$ cat src/rtl/axis_pkg.sv
// ---------------------------------------------------------------------------
// axis_pkg
// Shared helpers for the AXI-Stream width up-converter:
//   clog2_min1 - index register width, never narrower than one bit
//   dw_out     - packed output word width (DW_IN * RATIO)
//   lane_of    - maps a beat position within a word to its output lane
// No ports; imported by the upsizer interface and modules.
// ---------------------------------------------------------------------------
package axis_pkg;

    function automatic int clog2_min1(input int n);
        return (n <= 1) ? 1 : $clog2(n);
    endfunction

    function automatic int dw_out(input int dw_in, input int ratio);
        return dw_in * ratio;
    endfunction

    // Beat position idx goes to lane idx when filling from the low end,
    // otherwise the word is filled from the top lane downwards.
    function automatic int lane_of(input int idx, input bit lsb_first, input int ratio);
        return lsb_first ? idx : (ratio - 1 - idx);
    endfunction

endpackage

$ cat src/rtl/axis_upsizer_if.sv
// ---------------------------------------------------------------------------
// axis_upsizer_if
// Bundles both stream sides of the up-converter.
//   s_tdata/s_tvalid/s_tlast -> upsizer, s_tready <- upsizer (narrow side)
//   m_tdata/m_tkeep/m_tvalid/m_tlast <- upsizer, m_tready -> upsizer (wide side)
// Modports:
//   slave  - the upsizer's view (consumes the narrow stream, sources the wide one)
//   master - the surrounding system's view (producer + consumer)
// ---------------------------------------------------------------------------
interface axis_upsizer_if
    import axis_pkg::*;
#(
    parameter int DW_IN = 8,
    parameter int RATIO = 4
);
    logic [DW_IN-1:0]               s_tdata;
    logic                           s_tvalid;
    logic                           s_tready;
    logic                           s_tlast;
    logic [dw_out(DW_IN, RATIO)-1:0] m_tdata;
    logic [RATIO-1:0]               m_tkeep;
    logic                           m_tvalid;
    logic                           m_tready;
    logic                           m_tlast;

    modport slave (
        input  s_tdata, s_tvalid, s_tlast, m_tready,
        output s_tready, m_tdata, m_tkeep, m_tvalid, m_tlast
    );

    modport master (
        output s_tdata, s_tvalid, s_tlast, m_tready,
        input  s_tready, m_tdata, m_tkeep, m_tvalid, m_tlast
    );
endinterface

$ cat src/rtl/axis_out_reg.sv
// ---------------------------------------------------------------------------
// axis_out_reg
// Output holding register with valid/ready hold logic, generic in width.
//   clk, reset_n - clock, asynchronous active-low reset (clears data too)
//   load         - capture in_data; only asserted while can_load is high
//   in_data      - word to capture
//   out_ready    - downstream ready
//   out_valid    - register holds a word not yet taken
//   out_data     - held word, stable while out_valid && !out_ready
//   can_load     - register is empty or drains this cycle
// ---------------------------------------------------------------------------
module axis_out_reg
    import axis_pkg::*;
#(
    parameter int W = 1
) (
    input  logic         clk,
    input  logic         reset_n,
    input  logic         load,
    input  logic [W-1:0] in_data,
    input  logic         out_ready,
    output logic         out_valid,
    output logic [W-1:0] out_data,
    output logic         can_load
);

    assign can_load = !out_valid || out_ready;

    // A load in the same cycle as a drain replaces the word and keeps
    // valid high, giving back-to-back words without a bubble.
    always_ff @(posedge clk or negedge reset_n) begin
        if (!reset_n) begin
            out_valid <= 1'b0;
            out_data  <= '0;
        end else if (load) begin
            out_valid <= 1'b1;
            out_data  <= in_data;
        end else if (out_ready) begin
            out_valid <= 1'b0;
        end
    end

endmodule

$ cat src/rtl/axis_upsizer.sv
// ---------------------------------------------------------------------------
// axis_upsizer
// AXI-Stream width up-converter: packs RATIO beats of DW_IN bits into one
// DW_IN*RATIO-bit word with per-lane keep and tlast framing.
//   clk     - clock, rising edge
//   reset_n - asynchronous active-low reset
//   bus     - axis_upsizer_if.slave: narrow s_* input stream, wide m_* output
// Note: s_tready is combinational from m_tready (ready passes straight
// through when the output register is full and draining).
// ---------------------------------------------------------------------------
module axis_upsizer
    import axis_pkg::*;
#(
    parameter int DW_IN     = 8,
    parameter int RATIO     = 4,
    parameter int LSB_FIRST = 1
) (
    input  logic               clk,
    input  logic               reset_n,
    axis_upsizer_if.slave      bus
);

    localparam int DW_OUT = dw_out(DW_IN, RATIO);
    localparam int IDX_W  = clog2_min1(RATIO);
    localparam int REG_W  = DW_OUT + RATIO + 1;
    localparam logic [IDX_W-1:0] IDX_LAST = IDX_W'(RATIO - 1);

    logic [IDX_W-1:0]  idx;
    logic [IDX_W-1:0]  lane;
    logic [DW_OUT-1:0] acc_data;
    logic [RATIO-1:0]  acc_keep;
    logic [DW_OUT-1:0] merged_data;
    logic [RATIO-1:0]  merged_keep;
    logic              can_load;
    logic              accept;
    logic              complete;
    logic [REG_W-1:0]  reg_q;

    assign bus.s_tready = reset_n && can_load;
    assign accept       = bus.s_tvalid && bus.s_tready;
    assign complete     = accept && ((idx == IDX_LAST) || bus.s_tlast);
    assign lane         = IDX_W'(lane_of(int'(idx), LSB_FIRST != 0, RATIO));

    // Current beat merged into the accumulator; lanes never written stay 0
    // because the accumulator is cleared at every word boundary.
    always_comb begin
        merged_data = acc_data;
        merged_keep = acc_keep;
        for (int l = 0; l < RATIO; l++) begin
            if (lane == IDX_W'(l)) begin
                merged_data[l*DW_IN +: DW_IN] = bus.s_tdata;
                merged_keep[l]                = 1'b1;
            end
        end
    end

    always_ff @(posedge clk or negedge reset_n) begin
        if (!reset_n) begin
            idx      <= '0;
            acc_data <= '0;
            acc_keep <= '0;
        end else if (complete) begin
            idx      <= '0;
            acc_data <= '0;
            acc_keep <= '0;
        end else if (accept) begin
            idx      <= idx + IDX_W'(1);
            acc_data <= merged_data;
            acc_keep <= merged_keep;
        end
    end

    axis_out_reg #(
        .W (REG_W)
    ) u_out_reg (
        .clk       (clk),
        .reset_n   (reset_n),
        .load      (complete),
        .in_data   ({bus.s_tlast, merged_keep, merged_data}),
        .out_ready (bus.m_tready),
        .out_valid (bus.m_tvalid),
        .out_data  (reg_q),
        .can_load  (can_load)
    );

    assign {bus.m_tlast, bus.m_tkeep, bus.m_tdata} = reg_q;

endmodule

$ cat src/flat_wrapper.sv
// flat-port wrapper written by rule: the top's interface ports become plain ports
module axis_upsizer_flat import axis_pkg::*;
#(
    parameter int DW_IN     = 8,
    parameter int RATIO     = 4,
    parameter int LSB_FIRST = 1
)
  (clk, reset_n, bus_s_tdata, bus_s_tvalid, bus_s_tlast, bus_m_tready, bus_s_tready, bus_m_tdata, bus_m_tkeep, bus_m_tvalid, bus_m_tlast);
  axis_upsizer_if #(.DW_IN(DW_IN), .RATIO(RATIO)) bus_i ();
  input  logic clk;
  input  logic reset_n;
  input wire logic [$bits(bus_i.s_tdata)-1:0] bus_s_tdata;
  input wire logic [$bits(bus_i.s_tvalid)-1:0] bus_s_tvalid;
  input wire logic [$bits(bus_i.s_tlast)-1:0] bus_s_tlast;
  input wire logic [$bits(bus_i.m_tready)-1:0] bus_m_tready;
  output wire logic [$bits(bus_i.s_tready)-1:0] bus_s_tready;
  output wire logic [$bits(bus_i.m_tdata)-1:0] bus_m_tdata;
  output wire logic [$bits(bus_i.m_tkeep)-1:0] bus_m_tkeep;
  output wire logic [$bits(bus_i.m_tvalid)-1:0] bus_m_tvalid;
  output wire logic [$bits(bus_i.m_tlast)-1:0] bus_m_tlast;
  assign bus_i.s_tdata = bus_s_tdata;
  assign bus_i.s_tvalid = bus_s_tvalid;
  assign bus_i.s_tlast = bus_s_tlast;
  assign bus_i.m_tready = bus_m_tready;
  assign bus_s_tready = bus_i.s_tready;
  assign bus_m_tdata = bus_i.m_tdata;
  assign bus_m_tkeep = bus_i.m_tkeep;
  assign bus_m_tvalid = bus_i.m_tvalid;
  assign bus_m_tlast = bus_i.m_tlast;
  axis_upsizer #(.DW_IN(DW_IN), .RATIO(RATIO), .LSB_FIRST(LSB_FIRST)) u_core (.clk(clk), .reset_n(reset_n), .bus(bus_i));
endmodule
$ cat config.mk
export PLATFORM = sky130hd
export DESIGN_NAME = axis_upsizer_flat
export DESIGN_NICKNAME = d
export VERILOG_FILES = /design/src/rtl/axis_pkg.sv /design/src/rtl/axis_upsizer_if.sv /design/src/rtl/axis_out_reg.sv /design/src/rtl/axis_upsizer.sv /design/src/flat_wrapper.sv
export SDC_FILE = /design/constraint.sdc
export NUM_CORES = 1
export LEC_CHECK = 0
export ABC_AREA = 1
export CAP_MARGIN = 10
export CORE_MARGIN = 4
export CORE_UTILIZATION = 59
export DETAILED_ROUTE_END_ITERATION = 10
export PLACE_DENSITY = 0.85
export SLEW_MARGIN = 10
export SYNTH_ARGS = -nofsm -noshare
export SYNTH_HDL_FRONTEND = slang
export SYNTH_SLANG_ARGS = --single-unit
export TNS_END_PERCENT = 1
$ cat constraint.sdc
create_clock -name clk -period 2.7 [get_ports clk]
set_input_delay 0.27 -clock clk [delete_from_list [all_inputs] [get_ports clk]]
set_output_delay 0.27 -clock clk [all_outputs]
set_load 0.01 [all_outputs]
==> results.md <==
- Status: completed
- Design area: 4470 sq um
- Gr ovfl total: 0
- Post-synth top flop: dfrtp_1
- Slew @ Worst Pin: 0.611 ns
- Peak supply drop: 564 uV
- Boundary Pins: 52
- Setup Total Neg Slack: 0 ns
- Initial DRC count: 298
- Distinct cells, synth: 18
- Vias per std cell: 5.27
- Post-Synthesis Cells: 506
- Synth Register Bits: 76
- Crit path time final: 2.29 ns
- Pins Over Slew Limit: 0
- Routed wire length per instance: 14.3 microns
- CP max FO: 32
- Synth top area share: 0.511
- Crit end category: primary output
- Clock sinks: 76
- Worst EP required: 2.43 ns
- Share of cells above drive strength 1: 0.0613
- RSZ-0062 raised after global routing: false
- Diode count: 0
- Fillers: 469
- DRC Markers: 0
- CP arrival: 2.02 ns
- WL final: 8990 microns
- Setup CP Type: in -> out
- Class of the worst hold path: in -> async
- ANT nets after route: 0
- GRT Resource Usage Total: 0.257
- Yosys synthesis warning count: 0
- CTS tree: done
- Clock root buffer: clkbuf_8
- H-tree depth: 3
- Vias in the first global route: 3,096
- Lkg Pwr: 2.53 nW
- Max-cap violations: 0
- Syn Nets: 523
- R2R Path Start: u_core.idx[1]
- Layout area overhead: 19.9%
- First-pass GRT wire length: 15,100 microns
- Layout Skew: 0.00888 ns
- Post-Syn Area: 3720 sq um
- Die Span Y: 87.5 microns
- Synth cell count leaders: nand2_1, dfrtp_1, inv_1
- Hold slack: 0.416 ns
- DR vias: 3,320
- EDFF count, synth: 0
- # setup viols final: 0
- Sequential share of the synthesized area: 0.511
- Synth area leader: dfrtp_1
- Critical Path Source: reset_n
- Total core area: 6030 sq um
- DR pass1 iterations: 5
- Post-CTS Setup Inserts: 0
- Final GP Congestion: 0.824
- Row count: 28
- Fraction of registers with async set/reset: 1.00
- Die ar.: 7650 sq um
- Clock latency at the later pin of the worst-skew pair: 0.35 ns
- Area of the multi-input gates: 1410 sq um
- Most common cell in the netlist: nand2_1
- Clk slew on worst S/H paths: 0.08 ns
- Final Cycle Share: 0.849
- PwrDens: 822 nW/um^2
- Worst rel slew slack: 0.592
- Syn_area_per_cell: 7.36 sq um
- Initial Utilization: 0.618
- Num CTS Buffers: 9
- Final Net Count: 567
- Post-DP Area: 4230 sq um
- Post-DP HPWL: 5840 microns
- Final core utilization: 0.741
- Clock Path Buffers: 2
- Inst Count DP: 613
- Port Buffer Count: 51
- Largest net degree at the start of global routing: 49
- Fin cells: 630
- Storage cell area: 1900 sq um
- Final Hold Vio Count: 0
- Synth area leaders: dfrtp_1, nand2_1, inv_1, nand4_1, buf_2
- Initial antenna violation count: 0
- Max Freq: 0.436 GHz
- Die Width: 87.5 microns
- Critical path startpoint category: input pin
final cells by class:
type | count | share of cell area
repair buffers | 60 | 0.129
clock inverters | 6 | 0.0196
flip-flops and latches | 76 | 0.426
multi-input cells | 335 | 0.316
inverters | 68 | 0.0572
well taps | 75 | 0.0210
clock buffers | 10 | 0.0308
flip-flops by register name, summed over array words and instances (netlist names):
signal / flops
u_core.acc_data: 32
u_core.acc_keep: 4
u_core.idx: 2
u_core.u_out_reg.out_data: 37
u_core.u_out_reg.out_valid: 1
timing repair:
| action | in CTS | in global routing |
|---|---|---|
| gates resized for setup | 0 | 0 |
| hold buffers | 1 | 0 |
| endpoints found under the hold margin | 28 | 0 |
placed cells by master (no fill, tap or decap), types with 5 or more instances in the layout:
master           synthesis  final
clkbuf_8                 0     10
o21ai_0                  7      7
inv_1                   66     66
clkdlybuf4s50_1          0     50
buf_4                    3      9
nand3_1                  5      5
nand2_1                273    273
nand4_1                 30     30
nor2_1                   9      9
dfrtp_1                 76     76
per-layer routing:
metal,track usage,vias up,routed length (microns)
met5,0,-,0
met4,0.120,0,276
met3,0.0312,26,580
met2,0.412,131,4290
met1,0.349,1560,3850
li1,-,1603,-
power by group:
| part | internal, mW | switching (mW) | total [mW] |
|---|---|---|---|
| sequential | 1.39 | 0.141 | 1.53 |
| clock | 0.543 | 0.425 | 0.969 |
| combinational | 0.519 | 0.650 | 1.17 |
critical path, stage by stage:
cell             delay, ns
dlygate4sd3_1         0.54
buf_4                 0.38
inv_1                 0.10
a21oi_2               0.16
clkdlybuf4s50_1       0.56
metrics by stage:
stage,power [mW],worst slack [ns]
after floorplan,2.18,1.32
after global placement,2.66,0.645
after detailed placement,2.71,0.606
after CTS,3.68,0.371
after global routing,3.90,0.287
final,3.67,0.408
final timing paths:
check / end / slack, ns / cells past startpoint
worst max-delay path: bus_s_tready / 0.41 / 5
worst min-delay path: u_core.u_out_reg.out_data[35] / 0.42 / 2
worst max register to register: u_core.u_out_reg.out_data[28] / 0.53 / 7
worst min register to register: u_core.u_out_reg.out_data[20] / 0.47 / 2
max in group asynchronous: u_core.u_out_reg.out_data[21] / 1.32 / 3
min in group clk: u_core.u_out_reg.out_data[20] / 0.47 / 2
kinds of logic after synthesis:
group / share of synthesized area
and+or+nand+nor: 0.354
buffers and inverters: 0.112
DFF: 0.511
AOI/OAI and AO/OA: 0.0107
adders and majority gates: 0.0134
(Power assumes the default switching activity.)
